<file path="src/rtl/stream_demux2.sv">
// -----------------------------------------------------------------------------
// stream_demux2
//
// Purpose:
//   1-to-2 stream demultiplexer. Each input beat carries a select bit that
//   steers it to lane A (IN_S=0) or lane B (IN_S=1). Each lane owns a 2-entry
//   registered FIFO (head/tail) with its own valid/ready handshake. A stalled
//   lane therefore never blocks, corrupts or reorders traffic on the other.
//
// Ports:
//   CLK       in   rising-edge clock
//   RST       in   synchronous active-high reset
//   IN_DATA   in   input beat payload (WIDTH bits)
//   IN_S      in   lane select, qualified by IN_VALID (0 = A, 1 = B)
//   IN_VALID  in   input beat present
//   IN_READY  out  beat accepted this cycle (selected lane not full)
//   A_DATA    out  lane A head payload
//   A_VALID   out  lane A holds at least one beat
//   A_READY   in   lane A consumer accepts
//   B_DATA    out  lane B head payload
//   B_VALID   out  lane B holds at least one beat
//   B_READY   in   lane B consumer accepts
//   A_CNT     out  lane A pop counter, 16 bits (only with STREAM_DEMUX2_CNT_EN)
//   B_CNT     out  lane B pop counter, 16 bits (only with STREAM_DEMUX2_CNT_EN)
//
// Optional feature macro: STREAM_DEMUX2_CNT_EN
//   When defined, adds the per-lane wrapping pop counters A_CNT and B_CNT.
// -----------------------------------------------------------------------------
module stream_demux2 #(
  parameter int WIDTH = 8
) (
  input  logic             CLK,
  input  logic             RST,
  input  logic [WIDTH-1:0] IN_DATA,
  input  logic             IN_S,
  input  logic             IN_VALID,
  output logic             IN_READY,
  output logic [WIDTH-1:0] A_DATA,
  output logic             A_VALID,
  input  logic             A_READY,
  output logic [WIDTH-1:0] B_DATA,
  output logic             B_VALID,
  input  logic             B_READY
`ifdef STREAM_DEMUX2_CNT_EN
  ,
  output logic [15:0]      A_CNT,
  output logic [15:0]      B_CNT
`endif
);

  // Occupancy of one lane; doubles as the lane's FIFO state.
  typedef enum logic [1:0] {
    EMPTY = 2'd0,
    ONE   = 2'd1,
    FULL  = 2'd2
  } laneState_t;

  // Index 0 is lane A, index 1 is lane B.
  laneState_t       state_q [2];
  laneState_t       state_d [2];
  logic [WIDTH-1:0] head_q  [2];
  logic [WIDTH-1:0] head_d  [2];
  logic [WIDTH-1:0] tail_q  [2];
  logic [WIDTH-1:0] tail_d  [2];

  logic [1:0] notFull;
  logic [1:0] laneSel;
  logic [1:0] laneReady;
  logic [1:0] push;
  logic [1:0] pop;

  // Handshake decode. IN_READY only looks at the lane IN_S points to, so a
  // full lane stalls the producer only for beats aimed at that lane.
  always_comb begin
    notFull   = {state_q[1] != FULL, state_q[0] != FULL};
    laneSel   = {IN_S, ~IN_S};
    laneReady = {B_READY, A_READY};
    IN_READY  = IN_S ? notFull[1] : notFull[0];
    push      = laneSel & notFull & {2{IN_VALID}};
    pop       = {state_q[1] != EMPTY, state_q[0] != EMPTY} & laneReady;
  end

  // Per-lane FIFO next state. A push into an occupied lane lands in the tail,
  // except when the head leaves on the same edge: then the new beat becomes
  // the head directly and the occupancy does not change. Push at FULL cannot
  // happen because IN_READY is low for that lane.
  always_comb begin
    for (int l = 0; l < 2; l++) begin
      state_d[l] = state_q[l];
      head_d[l]  = head_q[l];
      tail_d[l]  = tail_q[l];
      case ({push[l], pop[l]})
        2'b10: begin
          if (state_q[l] == EMPTY) begin
            head_d[l]  = IN_DATA;
            state_d[l] = ONE;
          end else begin
            tail_d[l]  = IN_DATA;
            state_d[l] = FULL;
          end
        end
        2'b01: begin
          if (state_q[l] == FULL) begin
            head_d[l]  = tail_q[l];
            state_d[l] = ONE;
          end else begin
            state_d[l] = EMPTY;
          end
        end
        2'b11: begin
          head_d[l] = IN_DATA;
        end
        default: ;
      endcase
    end
  end

  // Lane storage. Reset discards every buffered beat and zeroes the entries
  // so both data outputs read 0 after reset.
  always_ff @(posedge CLK) begin
    if (RST) begin
      for (int l = 0; l < 2; l++) begin
        state_q[l] <= EMPTY;
        head_q[l]  <= '0;
        tail_q[l]  <= '0;
      end
    end else begin
      for (int l = 0; l < 2; l++) begin
        state_q[l] <= state_d[l];
        head_q[l]  <= head_d[l];
        tail_q[l]  <= tail_d[l];
      end
    end
  end

  assign A_DATA  = head_q[0];
  assign B_DATA  = head_q[1];
  assign A_VALID = (state_q[0] != EMPTY);
  assign B_VALID = (state_q[1] != EMPTY);

`ifdef STREAM_DEMUX2_CNT_EN
  logic [15:0] popCntA_q;
  logic [15:0] popCntB_q;
  logic [15:0] popCntA_d;
  logic [15:0] popCntB_d;

  // Pop counters wrap naturally at 16 bits.
  always_comb begin
    popCntA_d = popCntA_q + {15'd0, pop[0]};
    popCntB_d = popCntB_q + {15'd0, pop[1]};
  end

  // Counters register on the same edge as the pop they count.
  always_ff @(posedge CLK) begin
    if (RST) begin
      popCntA_q <= '0;
      popCntB_q <= '0;
    end else begin
      popCntA_q <= popCntA_d;
      popCntB_q <= popCntB_d;
    end
  end

  assign A_CNT = popCntA_q;
  assign B_CNT = popCntB_q;
`endif

endmodule

</file>
<file path="config.mk">
export PLATFORM = sky130hd
export DESIGN_NAME = stream_demux2
export DESIGN_NICKNAME = d
export VERILOG_FILES = /design/src/rtl/stream_demux2.sv
export SDC_FILE = /design/constraint.sdc
export NUM_CORES = 1
export LEC_CHECK = 0
export ABC_AREA = 1
export CAP_MARGIN = 20
export CORE_MARGIN = 1
export CORE_UTILIZATION = 45
export DETAILED_ROUTE_END_ITERATION = 12
export GPL_ROUTABILITY_DRIVEN = 0
export MAX_ROUTING_LAYER = met4
export PLACE_DENSITY = 0.8
export SLEW_MARGIN = 0
export SYNTH_ARGS = -nofsm -noshare
export SYNTH_HDL_FRONTEND = slang
export SYNTH_SLANG_ARGS = --single-unit
</file>
<file path="constraint.sdc">
create_clock -name CLK -period 3.4 [get_ports CLK]
set_input_delay 0.51 -clock CLK [delete_from_list [all_inputs] [get_ports CLK]]
set_output_delay 0.51 -clock CLK [all_outputs]
set_load 0.005 [all_outputs]
</file>
# Yosys cells after proc, flatten, opt, wreduce, memory -nomap -nowiden
# Memories as Yosys holds them, arrays and structs flattened.
# Cells that the tools add are included.
[word_totals] regBits=0 mem_bits_rw=36 inputBits=14 out_inout_bits=19 word_cells=53 memories=3
[mem_list] name="head_q" words=2 word_bits=8 read_ports=2 rd_ports_with_merged_regs=0 write_ports=2 line="61" text="logic [WIDTH-1:0] head_q [2];"
[mem_list] name="tail_q" words=2 word_bits=8 read_ports=2 rd_ports_with_merged_regs=0 write_ports=2 line="63" text="logic [WIDTH-1:0] tail_q [2];"
[mem_list] name="state_q" words=2 word_bits=2 read_ports=2 rd_ports_with_merged_regs=0 write_ports=2 line="59" text="laneState_t state_q [2];"
[op_classes] n_eq_ne=10 muxes=26 bitwise_logic=10 n_reduce_logical=4
[ops] cell="$mux W8" count=12
[ops] cell="$pmux W8 S3" count=2
[ops] cell="$eq A2 B2 Y1 const B" count=6
[ops] cell="$mux W2" count=4
[ops] cell="$pmux W2 S2" count=2
[ops] cell="$and A2 B2 Y2" count=3
[ops] cell="$mux W1" count=6
[ops] cell="$or A1 B1 Y1" count=6
[ops] cell="$eq A2 B1 Y1 const B" count=2
[ops] cell="$logic_not A2 Y1" count=2
[ops] cell="$ne A2 B2 Y1 const B" count=2
[ops] cell="$reduce_bool A2 Y1" count=2
[ops] cell="$not A1 Y1" count=1

# Longest topological paths before layout
# An unclocked memory read counts as a cell.
[logic_depth] ltp_word=7 ltp_mapped=13

# Worst setup path after synthesis
# OpenSTA, ideal clock, no wires.
[synth_path] path_type="input-to-reg" from="input port IN_S" to="memory head_q[0][5]" arrival_ps=1561 slack_ps=1727 cell_stages=11 path_cell_list="inv_1 > nand2_1 > nor2_1 > inv_1 > ha_1 > buf_6 > nand2_2 > nand3_4 > buf_12 > nor2_2 > nor2_2"
[synth_lines] item="start, declared" line="35" text="input logic IN_S,"
[synth_lines] item="end, declared" line="61"

==> reports/metrics.cfg <==
[sta]
max_slew.worst_pin.slew_ps = 547.6
total_neg_setup_slack_ps = 0
grt_setup_unrepaired = no
final-hold-violation-count = 0
slew_viol_final = 0
max_clock_freq_mhz = 467.2
finalSetupViolations = 0
fin_hold_ws_ps = 485.7
min_period_ps = 2141
layout_worst_path_cycle_share = 0.6296
timing.max_slew.rel_slack = 0.6344
final.setup_skew_ps = 5.407

[clock_tree]
cts_repair_resize_count = 0
clock_sink_count = 36
post_cts_repair_setup_buffers = 0
cts_hold_buffers = 0
tritoncts = built
cts-root-to-sink-buffers = 2
cts_root_buf = sky130_fd_sc_hd__clkbuf_8
clk_pin_slew_worst_paths_ps = 70
clock_insertion_delay_worst_skew_ps = 290
cts-htree-levels = 2
cts_buffers = 5

[setup_path]
critical_path.endpoint_type = flop
worstPathArrival_ps = 2320
critical_path.max_fanout = 18
critPathBufInv = 3
worst_path_max_delay_cell = sky130_fd_sc_hd__ha_1
critPathTopFamily = simple AND/OR/NAND/NOR gates
crit_path_cell_trace = clkdlybuf4s50_1 > inv_1 > nand2_1 > nor2_1 > inv_1 > ha_1 > nand2_2 > nand3_4 > nand2_1 > nand2_1 > nor2_1
crit_path_max_incr_delay_ps = 490
crit_type = in -> reg
cp_data_required_time_ps = 3580
crit_path_frequent_cell = sky130_fd_sc_hd__nand2_1
cp-start-kind = input pin

[final_layout]
antenna_cells = 0
multi_input_comb_area_um2 = 949.7
final_nets = 315
commonest_cells_after_routing_fill_and_taps_aside = sky130_fd_sc_hd__nand2_1 (49), sky130_fd_sc_hd__nor2_1 (46), sky130_fd_sc_hd__dfxtp_1 (36), sky130_fd_sc_hd__inv_1 (34), sky130_fd_sc_hd__clkdlybuf4s50_1 (32)
syn_to_final_growth_pct = 20.76
post_route_cells_drive_above_1_share = 0.1757
commonest_non_fill_non_tap_cell_in_the_layout = sky130_fd_sc_hd__nand2_1
layout.area.seq_um2 = 720.7
layout.filler_cells = 397
finalCoreUtilization = 0.5705

[route]
initialDrtViolationCount = 81
wl_per_cell_um = 10.33
detail-route-antenna-nets = 0
detailedRoute.firstPassIterationCount = 4
routed_via_density = 4.618
wirelength_mm = 3.573
dr_wl_met2_mm = 1.788
detailroute.via_count = 1598
post-route-drc-count = 0
dr.max_layer_used = met4
detail_route.wirelength.met1_mm = 1.553
detailroute.wirelength.met3_um = 188

[floorplan]
core_region_area_um2 = 4058
die_footprint_um2 = 4525
dieHeight_um = 67.27
starting_density_of_the_core = 0.4724
num_io_pins = 33
die_width_um = 67.27
floorplan.rows = 23

[power_and_ir_drop]
sequentialPowerShare = 0.328
power_per_cell_area_nw_per_um2 = 818.2
part_of_the_total_power_dissipated_in_the_clock_network = 0.195
share_comb_of_total_power = 0.477
internal_power_mw = 1.174
vdd_drop_max_v = 0.0004452
design_power_total_mw = 1.894
leakage_power_figure_nw = 1.010
p_sw_uw = 720.3
power.switching_fraction = 0.3803

[place]
io_buffer_count = 32
place.detailed.hpwl_mm = 2.675

[grt]
groute.usage.overall = 0.1875
grt_start_max_net_pins = 35
first_pass_grt_wire_length_mm = 6.182
first_global_vias = 1579
overflow = 0
antenna_found_initial = 0

[synth]
synth.yosys.warnings = 0
synth.largest_area_cell = sky130_fd_sc_hd__dfxtp_1
synth.top_cells.by_area = sky130_fd_sc_hd__dfxtp_1 (38%), sky130_fd_sc_hd__nand2_1 (9.6%), sky130_fd_sc_hd__nor2_1 (9.0%), sky130_fd_sc_hd__o21ai_0 (7.8%), sky130_fd_sc_hd__inv_1 (6.7%)
synth-seq-cells = 36
post_syn_area_per_cell_um2 = 7.233
synth_sequential_area_ratio = 0.3760
synthesized_netlist_net_count = 285
post_synth_instance_area_um2 = 1917
synth_top_area_frac = 0.3760
synthDistinctLibCells = 20
netlist_instances = 265

[run]
maxCapViolCount = 0

[hold_path]
min_delay_path_class = reg -> reg

[outcome]
run_status = completed

power by group through the flow:
| stage | clock (mW) | sequential [mW] | combinational [mW] |
|---|---|---|---|
| 6_report | 0.370 | 0.621 | 0.903 |
| 5_1_grt | 0.396 | 0.640 | 1.02 |
| 4_1_cts | 0.380 | 0.623 | 0.916 |
| 3_5_place_dp | 0 | 0.632 | 0.911 |
| 3_3_place_gp | 0 | 0.627 | 0.890 |
| 2_1_floorplan | 0 | 0.630 | 0.685 |
per-layer routing:
layer / vias to the layer above / GRT usage
li1: 853 / -
met1: 699 / 0.1920
met2: 42 / 0.3400
met3: 4 / 0.05405
met4: 0 / 0.06117
met5: - / -
logic make-up (layout without fill, tap and decap cells):
family,after synthesis,count (layout),share of synthesized area
adders and majority gates,6,6,0.03916
DFF,36,36,0.3760
AOI/OAI and AO/OA,38,38,0.09922
and+or+nand+nor,135,135,0.3571
buffers and inverters,50,81,0.1286
path summary, 6_finish.rpt:
check        slack, ps  cells after the start                   endpoint                  startpoint
max               1260                     11  head_q[0][3]$_SDFFE_PP0P_                        IN_S
min                490                      2  tail_q[0][4]$_SDFFE_PP0P_   tail_q[0][4]$_SDFFE_PP0P_
max reg2reg       1500                     11  head_q[0][3]$_SDFFE_PP0P_  state_q[0][0]$_SDFFE_PP0P_
min reg2reg        490                      2  tail_q[0][4]$_SDFFE_PP0P_   tail_q[0][4]$_SDFFE_PP0P_
cell usage after synthesis, drive strengths merged:
cell and instances:
a21oi 4, buf 8, clkbuf 1, dfxtp 36, ha 6, inv 41
nand2 63, nand3 4, nor2 66, o21ai 34, or2 2
sequential cells by signal, summed over array words and instances (netlist names):
register	flops
head_q	16
tail_q	16
state_q	4
final cells by class:
type,instances,share of cell area
clock buffers,6,0.03135
clock inverters,2,0.01514
inverters,41,0.06649
multi-input cells,179,0.4103
flip-flops and latches,36,0.3114
well taps,50,0.02703
repair buffers,32,0.1384
through the flow:
stage,std cells,instance area [µm²],setup WS (ps)
after global placement,338,2207,976.2
after detailed placement,338,2207,928.4
after global routing,346,2315,1058
after floorplan,265,1917,1727
final,346,2315,1259
after CTS,346,2315,1233
worst min-delay path, stage by stage, from the launching register on:
cell	delay, ps
sky130_fd_sc_hd__dfxtp_1	330
sky130_fd_sc_hd__nor2_1	40
sky130_fd_sc_hd__nor2_1	80
Note: power is estimated with default switching activity, not from simulation.
